===== src/rtl/normalize_round_unit.sv =====
// normalize_round_unit: normalize/round datapath driven by adder Control; optional RNE rounding via NORM_ROUND_RNE_EN (truncation when undefined)
module normalize_round_unit #(
  parameter int EXPBITS = 8,
  parameter int MANTISSABITS = 23
) (
  input  logic                            Clock,
  input  logic                            Reset,
  input  logic                            Load,
  input  logic [MANTISSABITS+1:0]         SumIn,
  input  logic [EXPBITS-1:0]              ExpIn,
  input  logic [2:0]                      GRSIn,
  input  logic                            SREn,
  input  logic                            SLEn,
  input  logic                            NoShift,
  input  logic                            IncrEn,
  input  logic                            DecrEn,
  input  logic [$clog2(MANTISSABITS)-1:0] ShiftAmount,
  input  logic                            SelExpMuxR,
  input  logic                            SelManMuxR,
  output logic                            FFOValid,
  output logic [$clog2(MANTISSABITS)-1:0] FFOIndex,
  output logic [MANTISSABITS+1:0]         Out,
  output logic [EXPBITS-1:0]              ExpOut,
  output logic                            Done,
  output logic                            Overflow,
  output logic                            Underflow
);
  localparam int W = MANTISSABITS + 2;
  localparam int SW = $clog2(MANTISSABITS);
`ifdef NORM_ROUND_RNE_EN
  localparam bit RNE = 1'b1;
`else
  localparam bit RNE = 1'b0;
`endif
  typedef enum logic [1:0] {EMPTY, HOLD, ADJUST, DONE} state_t;
  state_t state, state_nxt;
  logic [W-1:0] man, man_nxt, sh_man, rnd_man;
  logic [EXPBITS-1:0] exp_r, exp_nxt;
  logic [2:0] grs, grs_nxt, sh_grs;
  logic ovf, ovf_nxt, unf, unf_nxt;
  logic [2*W+1:0] sl_ext;
  logic [EXPBITS:0] exp_sum, decv;
  logic active, cmd_round, cmd, sel_zero, rup, incv, exp_udf, exp_ovf;
  assign Out = man;
  assign ExpOut = exp_r;
  assign Overflow = ovf;
  assign Underflow = unf;
  assign FFOValid = |man;
  // leading-one index of the significand register, 0 when empty
  always_comb begin
    FFOIndex = '0;
    for (int i = 0; i < W; i++) if (man[i]) FFOIndex = SW'(i);
  end
  assign active = (state == HOLD) || (state == ADJUST);
  assign cmd_round = SelManMuxR && SelExpMuxR;
  assign cmd = cmd_round || SREn || SLEn || NoShift;
  assign sel_zero = !cmd_round && !SREn && !SLEn && NoShift && !FFOValid;
  // left shift pulls G then R then zeros into the LSBs
  assign sl_ext = {man, grs[2:1], {W{1'b0}}} << ShiftAmount;
  assign sh_man = SREn ? man >> 1 : SLEn ? sl_ext[2*W+1:W+2] : man;
  assign sh_grs = SREn ? {man[0], grs[2], grs[1] | grs[0]} : SLEn ? {sl_ext[W+1:W], grs[0]} : grs;
  assign rup = RNE && sh_grs[2] && (sh_grs[1] || sh_grs[0] || sh_man[0]);
  assign rnd_man = sh_man + {{(W-1){1'b0}}, rup};
  // exponent adjust is evaluated one bit wider so range faults are visible
  assign incv = cmd_round || (SREn && IncrEn);
  assign decv = cmd_round || !DecrEn ? '0 : SREn ? (EXPBITS+1)'(1) : SLEn ? (EXPBITS+1)'(ShiftAmount) : (EXPBITS+1)'(1);
  assign exp_sum = {1'b0, exp_r} + {{EXPBITS{1'b0}}, incv} - decv;
  assign exp_udf = (decv != '0) && (decv >= {1'b0, exp_r});
  assign exp_ovf = !exp_udf && (exp_sum >= {1'b0, {EXPBITS{1'b1}}});
  // datapath next values for load, one command, or range faults
  always_comb begin
    man_nxt = man;
    exp_nxt = exp_r;
    grs_nxt = grs;
    ovf_nxt = ovf;
    unf_nxt = unf;
    if (Load) begin
      man_nxt = SumIn;
      exp_nxt = ExpIn;
      grs_nxt = GRSIn;
      ovf_nxt = 1'b0;
      unf_nxt = 1'b0;
    end else if (active && cmd) begin
      man_nxt = cmd_round ? (RNE ? man >> 1 : man) : rnd_man;
      exp_nxt = exp_sum[EXPBITS-1:0];
      grs_nxt = '0;
      if (sel_zero) begin
        man_nxt = '0;
        exp_nxt = '0;
      end else if (exp_udf) begin
        man_nxt = '0;
        exp_nxt = '0;
        unf_nxt = 1'b1;
      end else if (exp_ovf) begin
        man_nxt = {2'b01, {MANTISSABITS{1'b0}}};
        exp_nxt = '1;
        ovf_nxt = 1'b1;
      end
    end
  end
  // datapath registers
  always_ff @(posedge Clock) begin
    if (Reset) begin
      man <= '0;
      exp_r <= '0;
      grs <= '0;
      ovf <= 1'b0;
      unf <= 1'b0;
    end else begin
      man <= man_nxt;
      exp_r <= exp_nxt;
      grs <= grs_nxt;
      ovf <= ovf_nxt;
      unf <= unf_nxt;
    end
  end
  // state register
  always_ff @(posedge Clock) begin
    if (Reset) state <= EMPTY;
    else state <= state_nxt;
  end
  // next state: a carry left in the top bit waits in ADJUST for ROUND
  always_comb begin
    state_nxt = state;
    if (Load) state_nxt = HOLD;
    else if (active && cmd) state_nxt = (cmd_round || !man_nxt[W-1]) ? DONE : ADJUST;
  end
  // outputs decoded from state
  always_comb begin
    Done = (state == DONE);
  end
endmodule


===== config.mk =====
export PLATFORM = sky130hd
export DESIGN_NAME = normalize_round_unit
export DESIGN_NICKNAME = d
export VERILOG_FILES = /design/src/rtl/normalize_round_unit.sv
export SDC_FILE = /design/constraint.sdc
export NUM_CORES = 1
export LEC_CHECK = 0
export BUFFER_PORTS_ARGS = -buffer_cell sky130_fd_sc_hd__buf_2
export CELL_PAD_IN_SITES_DETAIL_PLACEMENT = 0
export CELL_PAD_IN_SITES_GLOBAL_PLACEMENT = 2
export CORE_MARGIN = 5
export CORE_UTILIZATION = 34
export DETAILED_ROUTE_END_ITERATION = 6
export GPL_TIMING_DRIVEN = 1
export PLACE_DENSITY_LB_ADDON = 0.15
export REMOVE_ABC_BUFFERS = 1
export SYNTH_ARGS = -nofsm -noshare
export SYNTH_HDL_FRONTEND = slang
export SYNTH_SLANG_ARGS = --single-unit

===== constraint.sdc =====
create_clock -name Clock -period 8.85 [get_ports Clock]
set_clock_uncertainty 0.2 [all_clocks]
set_input_delay 1.77 -clock Clock [delete_from_list [all_inputs] [get_ports Clock]]
set_output_delay 1.77 -clock Clock [all_outputs]
set_load 0.05 [all_outputs]

======== After elaboration in Yosys (flattened, before gate mapping) ========
Cells that the tools add are included.
word-level totals
  flip-flop bits (word level) ............. 40
  input bits .............................. 51
operators by class
  add/subtract/negate cells ............... 2
  $lt $le $gt $ge ......................... 2
  eq/ne operators ......................... 4
  shift operators ......................... 1
  multiplexer cells ....................... 45
  bitwise logic cells ..................... 2
  reduce and logical (&&, ||, !) cells .... 31
operators by type and width
  cell                  count
  $mux W25              8
  $mux W5               24
  $shl A52 B5 Y52       1
  $mux W8               5
  $reduce_or A25 Y1     1
  $add A8 B1 Y9         1
  $ge A9 B8 Y1 const B  1
  $logic_and A1 B1 Y1   9
  $reduce_bool A9 Y1    1
  $sub A9 B5 Y9         1
  $ge A5 B8 Y1          1
  $logic_not A1 Y1      7
  $logic_or A1 B1 Y1    7
  $mux W3               2
  $reduce_and A3 Y1     2
  $reduce_bool A6 Y1    1
  $ne A5 B2 Y1 const B  1
  $eq A2 B2 Y1 const B  2
  $mux W1               4
  $mux W2               2
  $reduce_and A4 Y1     1
  $eq A2 B1 Y1 const B  1
  $not A1 Y1            2
  $reduce_bool A2 Y1    1
  $reduce_or A2 Y1      1

======== Depth between registers and ports, before layout ========
Gate-level depths: netlist of run 1.
  word-level depth ........................ 24
  mapped depth ............................ 17
  depth with buffers taken out ............ 14

======== Worst setup path after synthesis of run 1 ========
No wires, ideal clock.
  path type ............................... input-to-reg
  from .................................... input ShiftAmount[0]
  to ...................................... register man[18] (netlist: Out[18])
  arrival ................................. 5324 ps
  required time ........................... 8528 ps
  path slack .............................. 3204 ps
  stages on the path ...................... 17
  buffers on the path ..................... 4
  cells stage by stage .................... buf_2 -> buf_2 -> buf_1 -> o211ai_1 -> inv_1 -> ha_1 -> inv_1 -> ha_1 -> fa_1 -> a21o_1 -> a2111oi_1 -> o211ai_1 -> a2111oi_4 -> nor4_2 -> buf_4 -> nor3b_1 -> a221o_1
between the ends
  cells in the longest elaborated chain, start to end .. 12
  elaborated cells on any way between the ends .. 22
  those cells by class .................... 1 x add/sub; 2 x order compare; 1 x eq/ne; 1 x shift; 11 x mux; 6 x reduce/logical
ends and longest elaborated chain
  what                                                    RTL line  source
  start: declaration                                      17        input logic [$clog2(MANTISSABITS)-1:0] ShiftAmount,
  branches (longest 12 deep; another with $sub A9 B5 Y9)  n/a
  end signal: assignment                                  110       man <= man_nxt;
  end: declaration                                        37        logic [W-1:0] man, man_nxt, sh_man, rnd_man;
Parallel ways; which one is timed is not known. The select of a mux whose other input is x is not followed.
A chain may end at the register's enable or synchronous reset.

======== Worst setup path after layout of run 1 ========
  from .................................... input SREn
  to ...................................... register man[22] (netlist: Out[22])
between the ends
  cells in the longest elaborated chain, start to end .. 11
  elaborated cells on any way between the ends .. 32
  those cells by class .................... 2 x add/sub; 2 x order compare; 1 x eq/ne; 9 x mux; 18 x reduce/logical
ends and longest elaborated chain
  what                                                         RTL line  source
  start: declaration                                           12        input logic SREn,
  $logic_and A1 B1 Y1 / $mux W5 (equally long branches)        65, 66
  $logic_or A1 B1 Y1 / $mux W5 (equally long branches)         65, 66
  $add A8 B1 Y9 (tied with other cells)                        67        assign exp_sum = {1'b0, exp_r} + {{EXPBITS{1'b0}}, incv} - decv;
  $sub A9 B5 Y9 / $logic_and A1 B1 Y1 (equally long branches)  67, 68
  $ge A9 B8 Y1 / $logic_not A1 Y1 (equally long branches)      69        assign exp_ovf = !exp_udf && (exp_sum >= {1'b0, {EXPBITS{1'b1}}});
  $logic_and A1 B1 Y1                                          69
  $mux W25                                                     94        end else if (exp_ovf) begin
  $mux W25                                                     90        end else if (exp_udf) begin
  $mux W25                                                     87        if (sel_zero) begin
  $mux W25                                                     83        end else if (active && cmd) begin
  $mux W25                                                     77        if (Load) begin
Parallel ways exist; a longest one is shown, timed or not. The select of a mux whose other input is x is not followed.

==> results of run 1 <==
routing by layer:
layer | vias up | global-route usage [%]
met5 | - | 0
met1 | 2201 | 30.1
li1 | 2173 | -
met4 | 0 | 4.20
met2 | 176 | 35.0
met3 | 20 | 3.53
Yosys cell counts (4+ instances only):
| library cell | count | area share, % |
|---|---|---|
| nor2_1 | 54 | 4.8 |
| nand2_1 | 43 | 3.8 |
| dfxtp_1 | 39 | 18 |
| clkbuf_1 | 36 | 3.2 |
| a21oi_1 | 34 | 4.0 |
| mux2i_1 | 32 | 7.5 |
| inv_1 | 28 | 2.5 |
| o21ai_0 | 23 | 2.7 |
| a222oi_1 | 20 | 4.7 |
| ha_1 | 20 | 5.9 |
| nor3_1 | 17 | 2.0 |
| buf_2 | 13 | 1.5 |
| mux4_2 | 13 | 6.9 |
| and3_1 | 9 | 1.3 |
| nor4_1 | 9 | 1.3 |
| o21ai_1 | 9 | 1.1 |
| a211oi_1 | 8 | 1.4 |
| a221o_1 | 8 | 1.9 |
| nand2b_1 | 8 | 1.2 |
| mux2_2 | 7 | 1.9 |
| nand3_1 | 7 | 0.82 |
| a22o_1 | 6 | 1.2 |
| a22oi_1 | 5 | 0.88 |
| mux2_1 | 5 | 1.3 |
| nor2b_1 | 5 | 0.74 |
| o221ai_1 | 5 | 1.0 |
| xnor2_1 | 5 | 1.0 |
| a211o_1 | 4 | 0.82 |
| a21o_1 | 4 | 0.71 |
| o211ai_1 | 4 | 0.71 |
| o31ai_1 | 4 | 0.71 |
cell usage in the layout, fill, tap and decap left out, types with 8 or more instances in the layout:
master    instances
buf_2            91
nand2_1          43
mux4_2           13
inv_1            28
a222oi_1         20
nand2b_1          8
o21ai_1           9
o21ai_0          23
a21oi_1          34
nor2_1           54
mux2i_1          32
dfxtp_1          39
a211oi_1          8
a221o_1           8
nor4_1            9
nor3_1           17
and3_1            9
ha_1             20
sequential cells by signal, summed over array words and instances (netlist names):
register   count
grs            2
state          2
Underflow      1
Overflow       1
Out           25
ExpOut         8
cells by family (layout without fill, tap and decap cells):
kind of cell,Yosys count,in the layout
AND/OR/NAND/NOR,173,173
AO/OA/AOI/OAI,167,167
buffers and inverters,81,133
multiplexers,57,57
flip-flops,39,39
adder cells (fa/ha/maj),21,21
XOR/XNOR,5,5
worst max path at each step:
stage / startpoint / to / slack, ns / cells past startpoint
6_report: SREn / Out[22] / 2.59 / 15
5_1_grt: SREn / Out[22] / 2.22 / 15
4_1_cts: SREn / Out[22] / 2.63 / 15
3_5_place_dp: SREn / Out[22] / 2.35 / 15
3_3_place_gp: SREn / Out[18] / 2.40 / 15
2_1_floorplan: SREn / Out[18] / 3.18 / 14
critical path: cells and delay by family:
kind,cells,cell delay [ns]
and+or+nand+nor,4,1.93
adders and majority gates,3,0.96
AOI/OAI and AO/OA,4,0.84
buffers and inverters,3,0.41
xor gates and xnor gates,1,0.35
final cells by class:
cell class,instances,area (µm²)
fill,1338,7220
multi-input combinational,423,3170
sequential,39,781
timing repair buffer,95,485
tap,168,210
clock buffer,5,125
inverter,30,113
clock inverter,3,15.0
power groups by stage:
stage          combinational, mW  sequential, mW  clock [mW]
2_1_floorplan              0.241           0.260           0
3_3_place_gp               0.406           0.223           0
3_5_place_dp               0.407           0.224           0
4_1_cts                    0.410           0.220       0.191
5_1_grt                    0.445           0.223       0.195
6_report                   0.409           0.220       0.183
==> flow_metrics.py, run 1 <==
metrics = {
    "floorplan": {
        "start_util_pct": 35.1,
        "dieArea_um2": 14800,
        "num_rows": 40,
        "pin_count": 93,
        "die_x_um": 122,
        "die_h_um": 122,
        "core_um2": 12100,
    },
    "clock_network": {
        "clock_sinks": 39,
        "numCtsBuffers": 5,
        "insertion_delay_ns": 0.29,
        "cts_resized": 0,
        "cts_tree": "yes",
        "cts_root_buf": "clkbuf_16",
        "clockBufferDepth": 2,
        "post_cts_buffers": 0,
        "ctsHtreeMaxLevel": 2,
        "ctsHoldBuffers": 0,
        "clk_pin_slew_ns": 0.06,
    },
    "sta": {
        "hold_viol_final": 0,
        "hold_ws_ns": 0.304,
        "worstMarginPinSlew_ns": 1.19,
        "rsz0062_at_grt": "false",
        "setup-tns-final_ns": 0,
        "layout_setup_ws_ns": 2.59,
        "finalCritPeriodShare_pct": 70.7,
        "clock.fmax_mhz": 160,
        "fin_crit_ns": 6.26,
        "relSlewSlack_pct": 20.1,
        "slew_viol_final": 0,
        "finalSetupViolations": 0,
    },
    "finish": {
        "postLayoutCellArea_um2": 4900,
        "nNetsFinal": 666,
        "drive_above_1_share_pct": 23.2,
        "antenna_cells": 0,
        "fin_util_pct": 40.4,
        "areaGrowthSynthToFinish_pct": 15.2,
        "final_cell_count_no_fill": 763,
    },
    "power": {
        "pwr-share-seq_pct": 27.1,
        "p_clk_share_pct": 22.6,
        "combPwrFrac_pct": 50.3,
        "switching_power_mw": 0.380,
        "switching_share_pct": 46.8,
        "power_mw": 0.813,
        "p_leak_nw": 2.07,
        "ir_drop_uv": 72.3,
        "internal-power_mw": 0.432,
        "power_density_nw_per_um2": 166,
    },
    "global_routing": {
        "grt_max_degree": 43,
        "grt_pass1_vias": 4292,
        "antenna_found_initial": 0,
        "gr-total-overflow": 0,
        "grt_pass1_wl_mm": 25.0,
        "gr-usage-all-layers_pct": 21.5,
    },
    "synthesis": {
        "syn_avg_cell_area_um2": 7.83,
        "synth_compound_area_share_pct": 29.3,
        "ys_types": 70,
        "synthMuxAreaShare_pct": 17.6,
        "synthXorXnorAreaFrac_pct": 1.03,
        "yosys_warnings": 0,
        "yosys.area_share.simple_pct": 19.7,
        "synth_area_um2": 4250,
        "synth_top_family_by_area": "compound AO/OA/AOI/OAI gates",
        "synth_edf_count": 0,
        "synth-adder-area-share_pct": 6.36,
        "async_flop_share_pct": 0,
        "yosysSeqAreaShare_pct": 18.4,
        "ys_ff_latch": 39,
        "synthFlopType": "dfxtp_1",
        "syn_inst": 543,
    },
    "place": {
        "post-place-ws_ns": 2.35,
        "gp_congestion": 0.939,
        "placedInstanceArea_um2": 4760,
        "place_hpwl_mm": 11.6,
        "portBuffers": 91,
        "dp.cells": 755,
    },
    "setup_path": {
        "max_stage_delay_ns": 1.06,
        "critical_path_arrival_ns": 6.29,
        "slowest_stage": "nor4_4",
        "worstRegToRegCells": 10,
        "cp-start-kind": "input port",
        "worst-setup-path-type": "in -> reg",
        "cp.required_ns": 8.88,
        "critPathMaxFanout": 30,
        "rrSetupSlack_ns": 4.92,
        "end_kind": "register",
        "timing.rr.end": "Out[22]",
        "rr_startpoint": "ExpOut[4]",
        "crit_chain": "buf_2 -> nand2b_1 -> o211ai_1 -> inv_1 -> ha_1 -> inv_1 -> ha_1 -> fa_1 -> a21o_1 -> nand4_1 -> o2bb2ai_1 -> xnor2_1 -> nor4_4 -> nor3b_1 -> a221o_1",
    },
    "detailed_routing": {
        "drtPass1Iterations": 7,
        "routed_via_density": 5.99,
        "wl_met3_um": 950,
        "wl_met1_mm": 7.30,
        "wirelength_mm": 16.1,
        "ant_nets": 0,
        "drtIter0Drc": 556,
        "vias": 4570,
        "routed-wl-met2_mm": 7.62,
        "drc_errors": 13,
        "wire_per_inst_um": 21.0,
        "top_layer": "met4",
    },
    "hold_path": {
        "hp-class": "reg -> reg",
        "worstHoldStart": "state[1]",
        "hold_path_end": "state[1]",
        "min_path_cells": 2,
    },
    "outcome": {
        "failed_checks": "design-rule violations",
        "status": "finished, violations left",
    },
    "flow_run": {
        "drv_cap": 0,
    },
}
No activity file was read; power rests on OpenSTA's default activity.
==> inputs of run 2 (changes only) <==
--- a/config.mk
+++ b/config.mk
@@ -9,7 +9,7 @@
 export CELL_PAD_IN_SITES_DETAIL_PLACEMENT = 0
 export CELL_PAD_IN_SITES_GLOBAL_PLACEMENT = 2
 export CORE_MARGIN = 5
-export CORE_UTILIZATION = 34
+export CORE_UTILIZATION = 29
 export DETAILED_ROUTE_END_ITERATION = 6
 export GPL_TIMING_DRIVEN = 1
 export PLACE_DENSITY_LB_ADDON = 0.15
==> constraint.sdc (replaced) <==
create_clock -name Clock -period 5.5 [get_ports Clock]
set_clock_uncertainty 0.2 [all_clocks]
set_input_delay 1.1 -clock Clock [delete_from_list [all_inputs] [get_ports Clock]]
set_output_delay 1.1 -clock Clock [all_outputs]
set_load 0.05 [all_outputs]
==> flow_metrics.py, run 2 (synthesized netlist as in run 1, its figures left out) <==
metrics = {
    "clock_network": {
        "clockBufferDepth": 2,
        "post_cts_buffers": 0,
        "clock_sinks": 39,
        "insertion_delay_ns": 0.29,
        "cts_tree": "yes",
        "cts_resized": 0,
        "cts_root_buf": "clkbuf_16",
        "clk_pin_slew_ns": 0.06,
        "ctsHtreeMaxLevel": 2,
        "ctsHoldBuffers": 0,
        "numCtsBuffers": 5,
    },
    "sta": {
        "rsz0062_at_grt": "false",
        "finalSetupViolations": 0,
        "clock.fmax_mhz": 199,
        "slew_viol_final": 0,
        "setup-tns-final_ns": 0,
        "hold_viol_final": 0,
        "worstMarginPinSlew_ns": 1.04,
        "relSlewSlack_pct": 30.0,
        "hold_ws_ns": 0.299,
        "finalCritPeriodShare_pct": 91.3,
        "fin_crit_ns": 5.02,
    },
    "detailed_routing": {
        "ant_nets": 0,
        "drtIter0Drc": 426,
        "drc_errors": 5,
        "wirelength_mm": 16.8,
        "vias": 4575,
        "routed_via_density": 5.84,
        "wire_per_inst_um": 21.4,
        "drtPass1Iterations": 7,
    },
    "finish": {
        "nNetsFinal": 673,
        "mostFrequentLayoutCell": "buf_2",
        "antenna_cells": 0,
        "areaGrowthSynthToFinish_pct": 16.6,
        "final_cell_mix": "buf_2, nor2_1, nand2_1",
        "largest_reg_flops": 25,
        "drive_above_1_share_pct": 23.7,
    },
    "place": {
        "portBuffers": 91,
        "gp_congestion": 0.858,
        "place_hpwl_mm": 12.5,
    },
    "floorplan": {
        "pin_count": 93,
        "start_util_pct": 29.4,
        "die_h_um": 131,
        "num_rows": 44,
        "dieArea_um2": 17200,
        "die_x_um": 131,
        "core_um2": 14500,
    },
    "power": {
        "pwr-share-seq_pct": 27.0,
        "switching_share_pct": 46.7,
        "combPwrFrac_pct": 50.9,
        "switching_power_mw": 0.613,
        "ir_drop_uv": 126,
        "p_leak_nw": 2.10,
        "power_density_nw_per_um2": 265,
        "internal-power_mw": 0.699,
        "p_clk_share_pct": 22.1,
    },
    "global_routing": {
        "antenna_found_initial": 0,
        "grt_pass1_vias": 4397,
        "grt_pass1_wl_mm": 25.9,
        "gr-total-overflow": 0,
        "gr-usage-all-layers_pct": 19.7,
        "grt_max_degree": 42,
    },
    "setup_path": {
        "worst-setup-path-type": "in -> reg",
        "cp.required_ns": 5.48,
        "cp-start-kind": "input port",
        "critical_path_arrival_ns": 5.01,
        "critPathMaxFanout": 22,
        "end_kind": "register",
    },
    "outcome": {
        "failed_checks": "design-rule violations",
        "status": "finished, violations left",
    },
    "flow_run": {
        "drv_cap": 0,
    },
    "hold_path": {
        "hp-class": "reg -> reg",
    },
}
## run 2: path summary, 6_finish.rpt
path / start / to / slack [ns] / depth (start not counted)
hold reg to reg: state[1] / state[1] / 0.30 / 2
hold / removal: state[1] / state[1] / 0.30 / 2
setup reg to reg: ExpOut[1] / Out[22] / 1.74 / 11
setup / recovery: SREn / Out[22] / 0.48 / 16
## run 2: power by group through the flow
stage / logic (mW) / registers [mW] / clock network (mW)
after floorplan: 0.388 / 0.418 / 0
after global placement: 0.665 / 0.360 / 0
after detailed placement: 0.665 / 0.360 / 0
after CTS: 0.668 / 0.354 / 0.301
after global routing: 0.729 / 0.359 / 0.317
final: 0.668 / 0.354 / 0.289
## run 2: stage by stage
| step | instance area (µm²) | power, mW | util (%) | setup slack [ns] | cells |
|---|---|---|---|---|---|
| finish | 4960 | 1.31 | 34.2 | 0.477 | 784 |
| global route | 4960 | 1.40 | 34.2 | 0.193 | 784 |
| CTS | 4960 | 1.32 | 34.2 | 0.472 | 784 |
| detailed placement | 4830 | 1.03 | 33.3 | 0.168 | 778 |
| global placement | 4830 | 1.02 | 33.3 | 0.253 | 778 |
| floorplan | 4040 | 0.805 | - | 0.501 | 492 |
## run 2: worst max-delay path, stage by stage
cell and delay, ns:
buf_2 0.14, nand2b_1 0.16, o211ai_1 0.29, inv_1 0.08
ha_1 0.28, inv_1 0.04, ha_1 0.21, fa_1 0.49
a21o_1 0.22, a2111oi_1 0.45, o211ai_1 0.21, a2111oi_4 0.56
nor4_4 0.05, buf_4 0.27, nor3b_1 0.18, a221o_1 0.28
## run 2: final cells by class
| type | instances | area [µm²] |
|---|---|---|
| multi-input cells | 423 | 3170 |
| repair buffers | 102 | 538 |
| clock buffers | 6 | 129 |
| well taps | 184 | 230 |
| fillers | 1550 | 9520 |
| flip-flops and latches | 39 | 781 |
| inverters | 30 | 113 |
## run 2: per-layer routing
metal,part of all wire [%],track usage [%],vias up
li1,-,-,2180
met1,48,29.2,2195
met2,44,29.9,188
met3,7.4,3.81,12
met4,1.1,3.69,0
met5,0,0,-
==> inputs of run 3 (changes only) <==
--- a/config.mk
+++ b/config.mk
@@ -9,10 +9,10 @@
 export CELL_PAD_IN_SITES_DETAIL_PLACEMENT = 0
 export CELL_PAD_IN_SITES_GLOBAL_PLACEMENT = 2
 export CORE_MARGIN = 5
-export CORE_UTILIZATION = 29
+export CORE_UTILIZATION = 32
 export DETAILED_ROUTE_END_ITERATION = 6
 export GPL_TIMING_DRIVEN = 1
-export PLACE_DENSITY_LB_ADDON = 0.15
+export PLACE_DENSITY = 0.9
 export REMOVE_ABC_BUFFERS = 1
 export SYNTH_ARGS = -nofsm -noshare
 export SYNTH_HDL_FRONTEND = slang
==> constraint.sdc (replaced) <==
create_clock -name Clock -period 5.19 [get_ports Clock]
set_clock_uncertainty 0.2 [all_clocks]
set_input_delay 1.038 -clock Clock [delete_from_list [all_inputs] [get_ports Clock]]
set_output_delay 1.038 -clock Clock [all_outputs]
set_load 0.05 [all_outputs]
==> flow_metrics.py, run 3 (synthesized netlist as in run 1, its figures left out) <==
metrics = {
    "hold_path": {
        "worstHoldStart": "state[1]",
        "min_path_cells": 2,
        "hp-class": "reg -> reg",
        "hold_path_end": "state[1]",
    },
    "floorplan": {
        "core_um2": 13100,
        "start_util_pct": 32.4,
        "die_x_um": 125,
        "num_rows": 42,
        "dieArea_um2": 15700,
        "die_h_um": 125,
        "pin_count": 93,
    },
    "detailed_routing": {
        "drc_errors": 0,
        "drtIter0Drc": 539,
        "wirelength_mm": 16.4,
        "wire_per_inst_um": 21.0,
        "vias": 4705,
        "drtPass1Iterations": 7,
        "routed_via_density": 6.03,
        "ant_nets": 0,
    },
    "setup_path": {
        "cp-start-kind": "input port",
        "worst-setup-path-type": "in -> reg",
        "cp.required_ns": 5.22,
        "critical_path_arrival_ns": 4.94,
        "rr_startpoint": "ExpOut[2]",
        "worstRegToRegCells": 12,
        "critPathMaxFanout": 11,
        "rrSetupSlack_ns": 1.40,
        "timing.rr.end": "Out[9]",
        "end_kind": "register",
    },
    "sta": {
        "hold_viol_final": 0,
        "fin_crit_ns": 4.91,
        "setup-tns-final_ns": 0,
        "layout_setup_ws_ns": 0.284,
        "finalSetupViolations": 0,
        "slew_viol_final": 0,
        "relSlewSlack_pct": 40.1,
        "rsz0062_at_grt": "false",
        "worstMarginPinSlew_ns": 0.890,
        "clock.fmax_mhz": 204,
        "finalCritPeriodShare_pct": 94.5,
    },
    "global_routing": {
        "grt_max_degree": 43,
        "grt_pass1_vias": 4506,
        "gr-usage-all-layers_pct": 20.1,
        "gr-total-overflow": 0,
        "grt_pass1_wl_mm": 25.8,
        "antenna_found_initial": 0,
    },
    "flow_run": {
        "drv_cap": 0,
    },
    "power": {
        "power_mw": 1.44,
        "power_density_nw_per_um2": 287,
        "ir_drop_uv": 116,
        "p_leak_nw": 2.12,
    },
    "clock_network": {
        "ctsHoldBuffers": 0,
        "clock_sinks": 39,
        "cts_tree": "yes",
        "insertion_delay_ns": 0.30,
        "clk_pin_slew_ns": 0.05,
        "clockBufferDepth": 2,
        "cts_root_buf": "clkbuf_16",
        "numCtsBuffers": 5,
        "ctsHtreeMaxLevel": 2,
    },
    "finish": {
        "nNetsFinal": 675,
        "largest_reg_flops": 25,
        "areaGrowthSynthToFinish_pct": 18.0,
        "drive_above_1_share_pct": 24.2,
        "antenna_cells": 0,
        "final_cell_mix": "buf_2, nor2_1, nand2_1",
        "mostFrequentLayoutCell": "buf_2",
    },
    "place": {
        "gp_congestion": 0.884,
        "place_hpwl_mm": 12.0,
        "portBuffers": 91,
        "post-place-ws_ns": 0.0218,
    },
    "outcome": {
        "status": "completed",
    },
}
-- run 3: power breakdown --
group | internal [mW] | total (mW) | switching (mW) | leakage [nW]
sequential | 0.325 | 0.376 | 0.0509 | 0.322
combinational | 0.248 | 0.727 | 0.479 | 1.72
clock | 0.205 | 0.339 | 0.134 | 0.0772
total | 0.778 | 1.44 | 0.664 | 2.12
-- run 3: layout make-up --
| cell class | count | area [µm²] |
|---|---|---|
| fillers | 1406 | 8120 |
| well taps | 176 | 220 |
| repair buffers | 103 | 558 |
| clock buffers | 8 | 156 |
| flip-flops and latches | 39 | 781 |
| inverters | 30 | 113 |
| multi-input cells | 424 | 3190 |
-- run 3: per-stage QoR --
stage	util (%)	instances	hold WS [ns]	area [µm²]
after floorplan	-	492	0.270	4040
after global placement	36.6	769	0.289	4810
after detailed placement	36.6	769	0.295	4810
after CTS	37.8	777	0.306	4970
after global routing	38.2	780	0.358	5020
final	38.2	780	0.299	5020
-- run 3: how the worst max path moves through the flow --
stage | end | from | slack [ns] | cells after the start
after floorplan | Out[18] | SREn | 0.25 | 14
after detailed placement | Out[18] | SREn | 0.02 | 15
after global placement | Out[18] | SREn | 0.09 | 15
after global routing | Out[18] | SREn | 0.03 | 16
final | Out[18] | SREn | 0.28 | 16
after CTS | Out[18] | SREn | 0.31 | 15
-- run 3: per-layer routing --
layer | part of all wire, % | track usage (%) | wire, µm | vias to the layer above
li1 | - | - | - | 2191
met1 | 46 | 28.5 | 7490 | 2280
met2 | 45 | 32.0 | 7440 | 215
met3 | 7.3 | 3.67 | 1190 | 19
met4 | 1.5 | 4.34 | 248 | 0
met5 | 0 | 0 | 0 | -
-- run 3: timing repair --
| item | 4_1_cts | 5_1_grt |
|---|---|---|
| setup buffers | 0 | 2 |
| resized for setup | 0 | 1 |
| setup endpoints to repair | 0 | 11 |
-- run 3: worst max-delay path: stages --
cell       delay [ns]
buf_2            0.13
nand2b_1         0.17
o211ai_1         0.26
inv_1            0.08
ha_1             0.28
inv_1            0.04
ha_1             0.21
fa_1             0.50
xnor2_1          0.34
a2111oi_2        0.09
o211ai_1         0.32
a2111oi_4        0.09
buf_4            0.20
nor4_4           0.75
nor3b_1          0.30
a221o_1          0.14
